`src/rtl/mem_port_arbiter_pkg.sv`:
```
// Shared types and defaults for the fetch/data memory port arbiter.
package mem_port_arbiter_pkg;

  typedef enum logic [1:0] {
    IDLE    = 2'd0,
    BUSY_IF = 2'd1,
    BUSY_DM = 2'd2
  } arbStateT;

  typedef enum logic {
    GNT_IF = 1'b0,
    GNT_DM = 1'b1
  } gntSelT;

  localparam int DEFAULT_MAX_DM_STREAK = 4;

endpackage

```
`src/rtl/mem_port_arbiter_streak_ctr.sv`:
```
// Counts back-to-back data grants taken while a fetch waits; raises
// ifOverride once the streak reaches its limit so fetch wins the next IDLE.
module arb_streak_ctr
  import mem_port_arbiter_pkg::*;
#(
  parameter int MAX_DM_STREAK = DEFAULT_MAX_DM_STREAK
) (
  input  logic   clk,
  input  logic   reset,
  input  logic   idle,
  input  logic   ifReq,
  input  logic   gntValid,
  input  gntSelT gntSel,
  output logic   ifOverride
);

  localparam int CW = $clog2(MAX_DM_STREAK + 1);

  logic [CW-1:0] streak;

  assign ifOverride = (streak >= CW'(MAX_DM_STREAK));

  // Only IDLE cycles matter: busy cycles neither grant nor let fetch give up.
  always_ff @(posedge clk) begin
    if (reset) begin
      streak <= '0;
    end else if (idle) begin
      if (!ifReq || (gntValid && gntSel == GNT_IF)) begin
        streak <= '0;
      end else if (gntValid && gntSel == GNT_DM && !ifOverride) begin
        streak <= streak + CW'(1);
      end
    end
  end

endmodule

```
`src/rtl/mem_port_arbiter.sv`:
```
// Arbitrates one single-ported memory between instruction fetch and the
// load/store stage; registers the winning command and returns data to it.
module mem_port_arbiter
  import mem_port_arbiter_pkg::*;
#(
  parameter int AW            = 32,
  parameter int DW            = 32,
  parameter int MAX_DM_STREAK = DEFAULT_MAX_DM_STREAK
) (
  input  logic            clk,
  input  logic            reset,
  input  logic            if_req,
  input  logic [AW-1:0]   if_addr,
  output logic            if_gnt,
  output logic            if_rvalid,
  output logic [DW-1:0]   if_rdata,
  input  logic            dm_req,
  input  logic            dm_we,
  input  logic [DW/8-1:0] dm_be,
  input  logic [AW-1:0]   dm_addr,
  input  logic [DW-1:0]   dm_wdata,
  output logic            dm_gnt,
  output logic            dm_rvalid,
  output logic [DW-1:0]   dm_rdata,
  output logic            mem_req,
  output logic            mem_we,
  output logic [DW/8-1:0] mem_be,
  output logic [AW-1:0]   mem_addr,
  output logic [DW-1:0]   mem_wdata,
  input  logic            mem_ack,
  input  logic [DW-1:0]   mem_rdata,
  output logic            stall_fe,
  output logic            stall_me,
  output arbStateT        dbgState
);

  arbStateT state;
  gntSelT   gntSel;
  logic     idle;
  logic     ifOverride;
  logic     dmWins;
  logic     ifWins;
  logic     gntValid;

  // Data has priority unless a waiting fetch has already sat out a full streak.
  assign idle     = (state == IDLE);
  assign dmWins   = dm_req && !(if_req && ifOverride);
  assign ifWins   = if_req && !dmWins;
  assign gntValid = idle && (dmWins || ifWins);
  assign gntSel   = dmWins ? GNT_DM : GNT_IF;

  assign if_gnt   = idle && ifWins;
  assign dm_gnt   = idle && dmWins;
  assign stall_fe = if_req && !if_rvalid;
  assign stall_me = dm_req && !dm_rvalid;
  assign dbgState = state;

  arb_streak_ctr #(
    .MAX_DM_STREAK(MAX_DM_STREAK)
  ) uStreak (
    .clk       (clk),
    .reset     (reset),
    .idle      (idle),
    .ifReq     (if_req),
    .gntValid  (gntValid),
    .gntSel    (gntSel),
    .ifOverride(ifOverride)
  );

  always_ff @(posedge clk) begin
    if (reset) begin
      state     <= IDLE;
      mem_req   <= 1'b0;
      mem_we    <= 1'b0;
      mem_be    <= '0;
      mem_addr  <= '0;
      mem_wdata <= '0;
      if_rvalid <= 1'b0;
      if_rdata  <= '0;
      dm_rvalid <= 1'b0;
      dm_rdata  <= '0;
    end else begin
      if_rvalid <= 1'b0;
      dm_rvalid <= 1'b0;
      case (state)
        IDLE: begin
          if (gntValid) begin
            mem_req <= 1'b1;
            if (gntSel == GNT_DM) begin
              state     <= BUSY_DM;
              mem_we    <= dm_we;
              mem_be    <= dm_be;
              mem_addr  <= dm_addr;
              mem_wdata <= dm_wdata;
            end else begin
              state     <= BUSY_IF;
              mem_we    <= 1'b0;
              mem_be    <= '1;
              mem_addr  <= if_addr;
              mem_wdata <= '0;
            end
          end
        end
        BUSY_IF: begin
          if (mem_ack) begin
            mem_req   <= 1'b0;
            if_rdata  <= mem_rdata;
            if_rvalid <= 1'b1;
            state     <= IDLE;
          end
        end
        BUSY_DM: begin
          // Stores also pulse dm_rvalid; the captured data is meaningless then.
          if (mem_ack) begin
            mem_req   <= 1'b0;
            dm_rdata  <= mem_rdata;
            dm_rvalid <= 1'b1;
            state     <= IDLE;
          end
        end
        default: state <= IDLE;
      endcase
    end
  end

endmodule
```
`config.mk`:
```
export PLATFORM = sky130hd
export DESIGN_NAME = mem_port_arbiter
export DESIGN_NICKNAME = d
export VERILOG_FILES = /design/src/rtl/mem_port_arbiter_pkg.sv /design/src/rtl/mem_port_arbiter_streak_ctr.sv /design/src/rtl/mem_port_arbiter.sv
export SDC_FILE = /design/constraint.sdc
export NUM_CORES = 1
export LEC_CHECK = 0
export BUFFER_PORTS_ARGS = -buffer_cell sky130_fd_sc_hd__buf_2
export CORE_AREA = 2 2 110 112
export CTS_BUF_LIST = sky130_fd_sc_hd__clkbuf_8
export DETAILED_ROUTE_END_ITERATION = 6
export DIE_AREA = 0 0 112 114
export PLACE_DENSITY_LB_ADDON = 0.3
export SETUP_SLACK_MARGIN = 0.4
export SYNTH_ARGS = -nofsm -noshare
export SYNTH_HDL_FRONTEND = slang
export SYNTH_SLANG_ARGS = --single-unit
```
`constraint.sdc`:
```
create_clock -name clk -period 3.9 [get_ports clk]
set_input_delay 0.78 -clock clk [delete_from_list [all_inputs] [get_ports clk]]
set_output_delay 0.78 -clock clk [all_outputs]
set_load 0.1 [all_outputs]
```
==> results.md, run 1 <==
- Synth warn: 0
- Largest net degree at the start of global routing: ~60
- H-tree depth: 4
- Comb pwr share: between 30% and 40%
- Clock network power share: between 20 and 30%
- Boundary Pins: 280
- First-pass GRT wire length: ~23 mm
- Post-synth EDFFs: 0
- CTS max path bufs: 2
- Pwr/cell area: about 620 nW/um^2
- Layout cells sized above 1: about two fifths
- Core area: ~12000 sq um
- RSZ-0062 raised after global routing: false
- CTS buffer count: 17
- Number of global-route vias before repair: around 4600
- Drt total wl: about 15 mm
- Routed Antenna Nets: 0
- Number of max-cap violations: 0
- Hpwl dp: 10.2 mm
- Mapped Area: between 5000 and 6000 sq um
- DR pass1 iterations: 4
- Final hold violation count: 0
- Max Clock Freq: between 300 and 400 MHz
- Crit Path Class: input pin to output port
- Sw frac: a little over two fifths
- Multi-input logic area: around 2000 sq um
- Port-buffer cells: ~280
- Chip height: 114 um
- Initial antenna violation count: 0
- # Post-CTS Setup Buffers: 0
- Die X: ~110 um
- Root Driver: clkbuf_8
- Status: finished clean
- CP Data Required Time: 3.12 ns
- Fin. max-slew vios: 0
- Max_slew headroom: a little over three fifths
- Setup TNS: 0 ns
- Startpoint types: input pin
- Static Leak: about 3.4 nW
- GRT overflow: 0
- Placer Congestion: 0.886
- Placement row count: 40
- Placed cell area: approximately 6600 sq um
- Worst EP arrival: between 2 and 2.5 ns
- Internal Power: 0.00246 W
- DRC violations left: 0
- DR iter-0 viols: between 300 and 400
- CTS tree: done
- Slew @ Worst Pin: around 0.55 ns
- Register area: between 2000 and 3000 sq um
- Post_cts resized: 0
- Asr flop ratio synth: 0%
- Syn Nets: roughly 740
- # nets final: about 1000
- CP Capture Type: output port
- Average wire per standard cell: ~14 um
- Layout area overhead: 36.3%
- Crit-path max FO: 19
- CTS clock-pin slew for the worst setup and hold paths: about 0.08 ns
- Hold-fix buffers, CTS: 0
- Tmin final: around 2.9 ns
- Main synth FF type: dfxtp_1
- Fillers: roughly 1100
- Overall routing resource usage: about 22%
- Sequential Power Share: ~38%
- Period Utilization, post-route: around three quarters
- Peak supply drop: around 0.4 mV
- Final instance area: ~7000 sq um
- Cells after Synth: ~590
- Seq/Total Area, Yosys: between 50% and 60%
- Psw: 0.00185 W
- Ant. Diodes: 0
- Hold crit path type: register to register
- Synth Area per Inst: just under 9 sq um
- Synthesis-stage register bit count: ~140
- Clk_skew: 0.0111 ns
- Setup violators final: 0
- Clk_lat worst skew: 0.44 ns
- Distinct cells, synth: 30
- Vias per cell: between 5 and 6
- Vias: around 5100
- Initial Util: between 40% and 50%
- Die ar.: about 13000 sq um
- CTS Sinks: 141
[sequential cells by signal (all words and copies together) (netlist names)]
name / count
if_rdata: 32
mem_addr: 32
if_rvalid: 1
dbgState: 2
dm_rvalid: 1
mem_req: 1
mem_be: 4
uStreak.streak: 3
mem_wdata: 32
dm_rdata: 32
mem_we: 1
[path summary, 6_finish.rpt]
kind / startpoint / end / slack (ns) / depth (start not counted)
max: dm_req / if_gnt / 1.03 / 4
min: dm_rdata[2]$_SDFFE_PP0P_ / dm_rdata[2]$_SDFFE_PP0P_ / 0.45 / 2
max reg2reg: dbgState[0]$_SDFFE_PP0P_ / mem_addr[21]$_SDFFE_PP0P_ / 1.81 / 6
min reg2reg: dm_rdata[2]$_SDFFE_PP0P_ / dm_rdata[2]$_SDFFE_PP0P_ / 0.45 / 2
[kinds of logic after synthesis]
| group | count (synthesis) | share of synthesized area (%) |
|---|---|---|
| adder cells (fa/ha/maj) | 6 | 1.47 |
| flip-flops | 141 | 55.1 |
| XOR/XNOR | 2 | 0.342 |
| buffers and inverters | 52 | 4.72 |
| multiplexers | 1 | 0.196 |
| AND/OR/NAND/NOR | 214 | 16.4 |
| AO/OA/AOI/OAI | 176 | 21.7 |
[final cells by class]
type / instances / share of cell area (%)
timing repair buffer: 290 / 21.2
multi-input combinational: 399 / 29.5
inverter: 4 / 0.215
tap: 147 / 2.64
clock buffer: 17 / 3.35
sequential: 141 / 40.4
clock inverter: 15 / 2.65
[per-stage QoR]
step	util [%]	instances	hold WS (ns)	power, W	setup WS [ns]
after floorplan	-	592	0.513	0.00284	0.605
after global placement	56.0	981	0.439	0.00310	1.04
after detailed placement	56.0	981	0.443	0.00311	1.04
after CTS	59.6	1013	0.455	0.00434	1.03
after global routing	59.6	1013	0.470	0.00447	0.948
final	59.6	1013	0.454	0.00430	1.03
[critical path: stages]
cell	delay, ns
buf_2	0.13
a21bo_1	0.53
and3_1	0.22
buf_2	0.42
[cells in the final DEF (no fill, tap or decap), types with 3 or more instances in the layout]
cell and n:
buf_4 11, nand2_1 197, inv_6 5, a22o_1 33, clkinv_4 3, o21ai_0 33
dfxtp_1 141, nor2_1 4, o221a_2 4, clkbuf_8 17, inv_1 4, ha_1 6
a31oi_1 32, bufinv_16 3, buf_2 279, a211oi_1 3, nor2b_1 4, a21oi_1 64
[routing by layer]
layer	part of all wire, %	up-vias	GRT usage [%]
li1	-	2541	-
met1	42	2297	27.3
met2	48	220	36.3
met3	8.6	22	7.49
met4	1.9	0	9.43
met5	0	-	0
[cell usage after synthesis, types with 2 or more instances]
library cell | count | area, sq um
a31oi_1 | 32 | 200
buf_2 | 19 | 95.1
o221a_2 | 4 | 45.0
o21ai_0 | 33 | 165
a21oi_1 | 64 | 320
nor2b_1 | 4 | 25.0
a211oi_1 | 3 | 22.5
ha_1 | 6 | 75.1
and2_1 | 2 | 12.5
clkbuf_1 | 26 | 97.6
or4_1 | 2 | 15.0
inv_1 | 4 | 15.0
dfxtp_1 | 141 | 2820
a22o_1 | 33 | 289
buf_6 | 3 | 33.8
and3_1 | 2 | 12.5
nand2_1 | 197 | 739
nor2_1 | 5 | 18.8
[power groups by stage]
stage	clock (W)	combinational, W	sequential [W]
floorplan	0	0.000306	0.00254
global placement	0	0.00145	0.00166
detailed placement	0	0.00145	0.00166
CTS	0.00127	0.00145	0.00163
global route	0.00132	0.00151	0.00164
finish	0.00123	0.00144	0.00163
Note: power is estimated with default switching activity, not from simulation.
==> run 2, diff against run 1 <==
Clock period 3.9 ns to 2.65 ns, I/O delays scaled along.
==> run 2 against run 1 <==
Register-to-register slack worse by 0.85 ns. Clock skew fell by 0.0024 ns. Non-clock buffer count rose by 1. Die area is the same. Critical endpoint unchanged. Cell count about the same.
==> results.md, run 2 (synthesis gave the netlist of run 1 again) <==
- GRT overflow: 0 (unchanged)
- Post_cts resized: 1 (was 0)
- CTS clock-pin slew for the worst setup and hold paths: 0.07 ns (was 0.08 ns)
- PnR worst setup slack: 0.580 ns (was 1.03 ns)
- Status: finished clean (unchanged)
- Layout cells sized above 1: 38.6% (was 38.1%)
- Fin cells: 1012 (was 1013)
- Hold path depth: 2 (unchanged)
- Number of max-cap violations: 0 (unchanged)
- Number of global-route vias before repair: 4608 (was 4612)
- Psw: 0.00263 W (was 0.00185 W)
- CTS max path bufs: 2 (unchanged)
- # Post-CTS Setup Buffers: 0 (unchanged)
- Clock network power share: 27.0% (was 28.6%)
- Routed Antenna Nets: 0 (unchanged)
- Cell total after placement: 982 (was 981)
- Drt total wl: 14.8 mm (was 14.7 mm)
- Layout area overhead: 36.8% (was 36.3%)
- Vias per cell: 5.07 (was 5.01)
- Largest net degree at the start of global routing: 62 (was 61)
- Max Clock Freq: about 480 MHz
- Hold-fix buffers, CTS: 0 (unchanged)
- Fin. max-slew vios: 0 (unchanged)
- DRC violations left: 0 (unchanged)
- H-tree depth: 4 (unchanged)
- Final hold violation count: 0 (unchanged)
- Root Driver: clkbuf_8 (unchanged)
- DR iter-0 viols: 459 (was 363)
- DR pass1 iterations: 4 (unchanged)
- Origin of the critical flop-to-flop path: uStreak.streak[2]$_SDFFE_PP0P_ (was dbgState[0]$_SDFFE_PP0P_)
- Setup TNS: 0 ns (unchanged)
- Static Leak: 3.37 nW (was 3.35 nW)
- CTS tree: done (unchanged)
- Die X: 112 um (unchanged)
- Placement row count: 40 (unchanged)
- Hold_sp: dm_wdata[5] (was dm_rdata[2]$_SDFFE_PP0P_)
- Slew @ Worst Pin: 0.635 ns (was 0.551 ns)
- Clk_skew: 0.00874 ns (was 0.0111 ns)
- Port-buffer cells: 279 (unchanged)
- Crit-path max FO: 11 (was 19)
- Cells on worst reg2reg path: 4 (was 6)
- Util after Layout: 59.8% (was 59.6%)
- Tmin final: between 2 and 2.5 ns
- Pre-CTS setup slack: 0.636 ns (was 1.04 ns)
- Average wire per standard cell: 14.7 um (was 14.5 um)
- Comb pwr share: 34.6% (was 33.6%)
- Sw frac: 42.2% (was 42.9%)
- Commonest non-fill, non-tap cell in the layout: buf_2 (unchanged)
- Chip height: 114 um (unchanged)
- Boundary Pins: 280 (unchanged)
- Startpoint types: register (was input pin)
- CP peak stage delay: 0.34 ns (was 0.53 ns)
- Ant. Diodes: 0 (unchanged)
- Slowest cell on crit path: dfxtp_2 (was a21bo_1)
- R2r endpoint: mem_wdata[8]$_SDFFE_PP0P_ (was mem_addr[21]$_SDFFE_PP0P_)
- Commonest cells after routing, fill and taps aside: buf_2 (277), nand2_1 (197), dfxtp_1 (139) (was buf_2 (279), nand2_1 (197), dfxtp_1 (141))
- Hold crit path type: input pin to register (was register to register)
- Die ar.: 12800 sq um (unchanged)
- CP Data Required Time: 2.12 ns (was 3.12 ns)
- CTS buffer count: 17 (unchanged)
- Sequential Power Share: 38.4% (was 37.8%)
- Vias: 5132 (was 5080)
- First-pass GRT wire length: 22.8 mm (about the same)
- Overall routing resource usage: 22.4% (was 22.3%)
- RSZ-0062 raised after global routing: false (unchanged)
- Crit Path Class: register to output port (was input pin to output port)
- CTS Sinks: 141 (unchanged)
- Setup violators final: 0 (unchanged)
- Initial antenna violation count: 0 (unchanged)
- Clk_lat worst skew: 0.44 ns (about the same)
- Critical-path cell list: inv_1, ha_4, and3_2, buf_12 (was buf_2, a21bo_1, and3_1, buf_2)
- # nets final: 998 (was 997)
- Peak supply drop: 0.584 mV (was 0.405 mV)
- Hold Path End: mem_wdata[5]$_SDFFE_PP0P_ (was dm_rdata[2]$_SDFFE_PP0P_)
- Pwr/cell area: 890 nW/um^2 (was 616 nW/um^2)
- Placer Congestion: 0.798 (was 0.886)
- Period Utilization, post-route: between 70% and 80%
- Internal Power: 0.00360 W (was 0.00246 W)
- CP Capture Type: output port (unchanged)
- Max_slew headroom: 57.7% (was 63.3%)
- Hpwl dp: 10.3 mm (was 10.2 mm)
- Initial Util: 43.7% (unchanged)
- Worst EP arrival: 1.54 ns (was 2.09 ns)
- Register-to-Register Setup Slack: 0.96 ns (was 1.81 ns)
- Core area: 11700 sq um (unchanged)
[run 2: final cells by class]
class                      count  area (sq um)
multi-input combinational    399          2080
tap                          147           184
timing repair buffer         291          1520
clock buffer                  21           289
fill                        1107          4710
inverter                       4          15.0
sequential                   141          2830
clock inverter                 9          95.1
[run 2: worst max-delay path by stage]
stage / start / endpoint / slack [ns]
after floorplan: dm_req / dm_gnt / 0.32
after global placement: dm_req / mem_wdata[20]$_SDFFE_PP0P_ / 0.67
after detailed placement: dm_req / mem_wdata[8]$_SDFFE_PP0P_ / 0.64
after CTS: dbgState[0]$_SDFFE_PP0P_ / if_gnt / 0.45
after global routing: dbgState[0]$_SDFFE_PP0P_ / dm_gnt / 0.44
final: dbgState[0]$_SDFFE_PP0P_ / if_gnt / 0.58
[run 2: power groups by stage]
| stage | Combinational [W] | Clock (W) | Sequential [W] |
|---|---|---|---|
| floorplan | 0.000452 | 0 | 0.00374 |
| global placement | 0.00215 | 0 | 0.00244 |
| detailed placement | 0.00215 | 0 | 0.00244 |
| CTS | 0.00216 | 0.00173 | 0.00240 |
| global route | 0.00225 | 0.00181 | 0.00242 |
| finish | 0.00216 | 0.00169 | 0.00240 |
[run 2: worst max-delay path, delay by kind of cell (launching register included)]
family | cells | cell delay [ns]
adder cells (fa/ha/maj) | 1 | 0.23
buffers and inverters | 2 | 0.32
flip-flops | 1 | 0.34
AND/OR/NAND/NOR | 1 | 0.22
[run 2: stage by stage]
step / hold slack [ns] / area [sq um] / total power (W)
2_1_floorplan: 0.513 / 5130 / 0.00419
3_3_place_gp: 0.439 / 6610 / 0.00459
3_5_place_dp: 0.445 / 6610 / 0.00459
4_1_cts: 0.260 / 7000 / 0.00628
5_1_grt: 0.266 / 7010 / 0.00647
6_report: 0.296 / 7010 / 0.00624
[run 2: routing by layer]
| metal | share of wire, % | up-vias | GRT usage [%] |
|---|---|---|---|
| li1 | - | 2533 | - |
| met1 | 41 | 2370 | 26.6 |
| met2 | 49 | 219 | 37.4 |
| met3 | 9.0 | 10 | 8.66 |
| met4 | 0.74 | 0 | 7.48 |
| met5 | 0 | - | 0 |
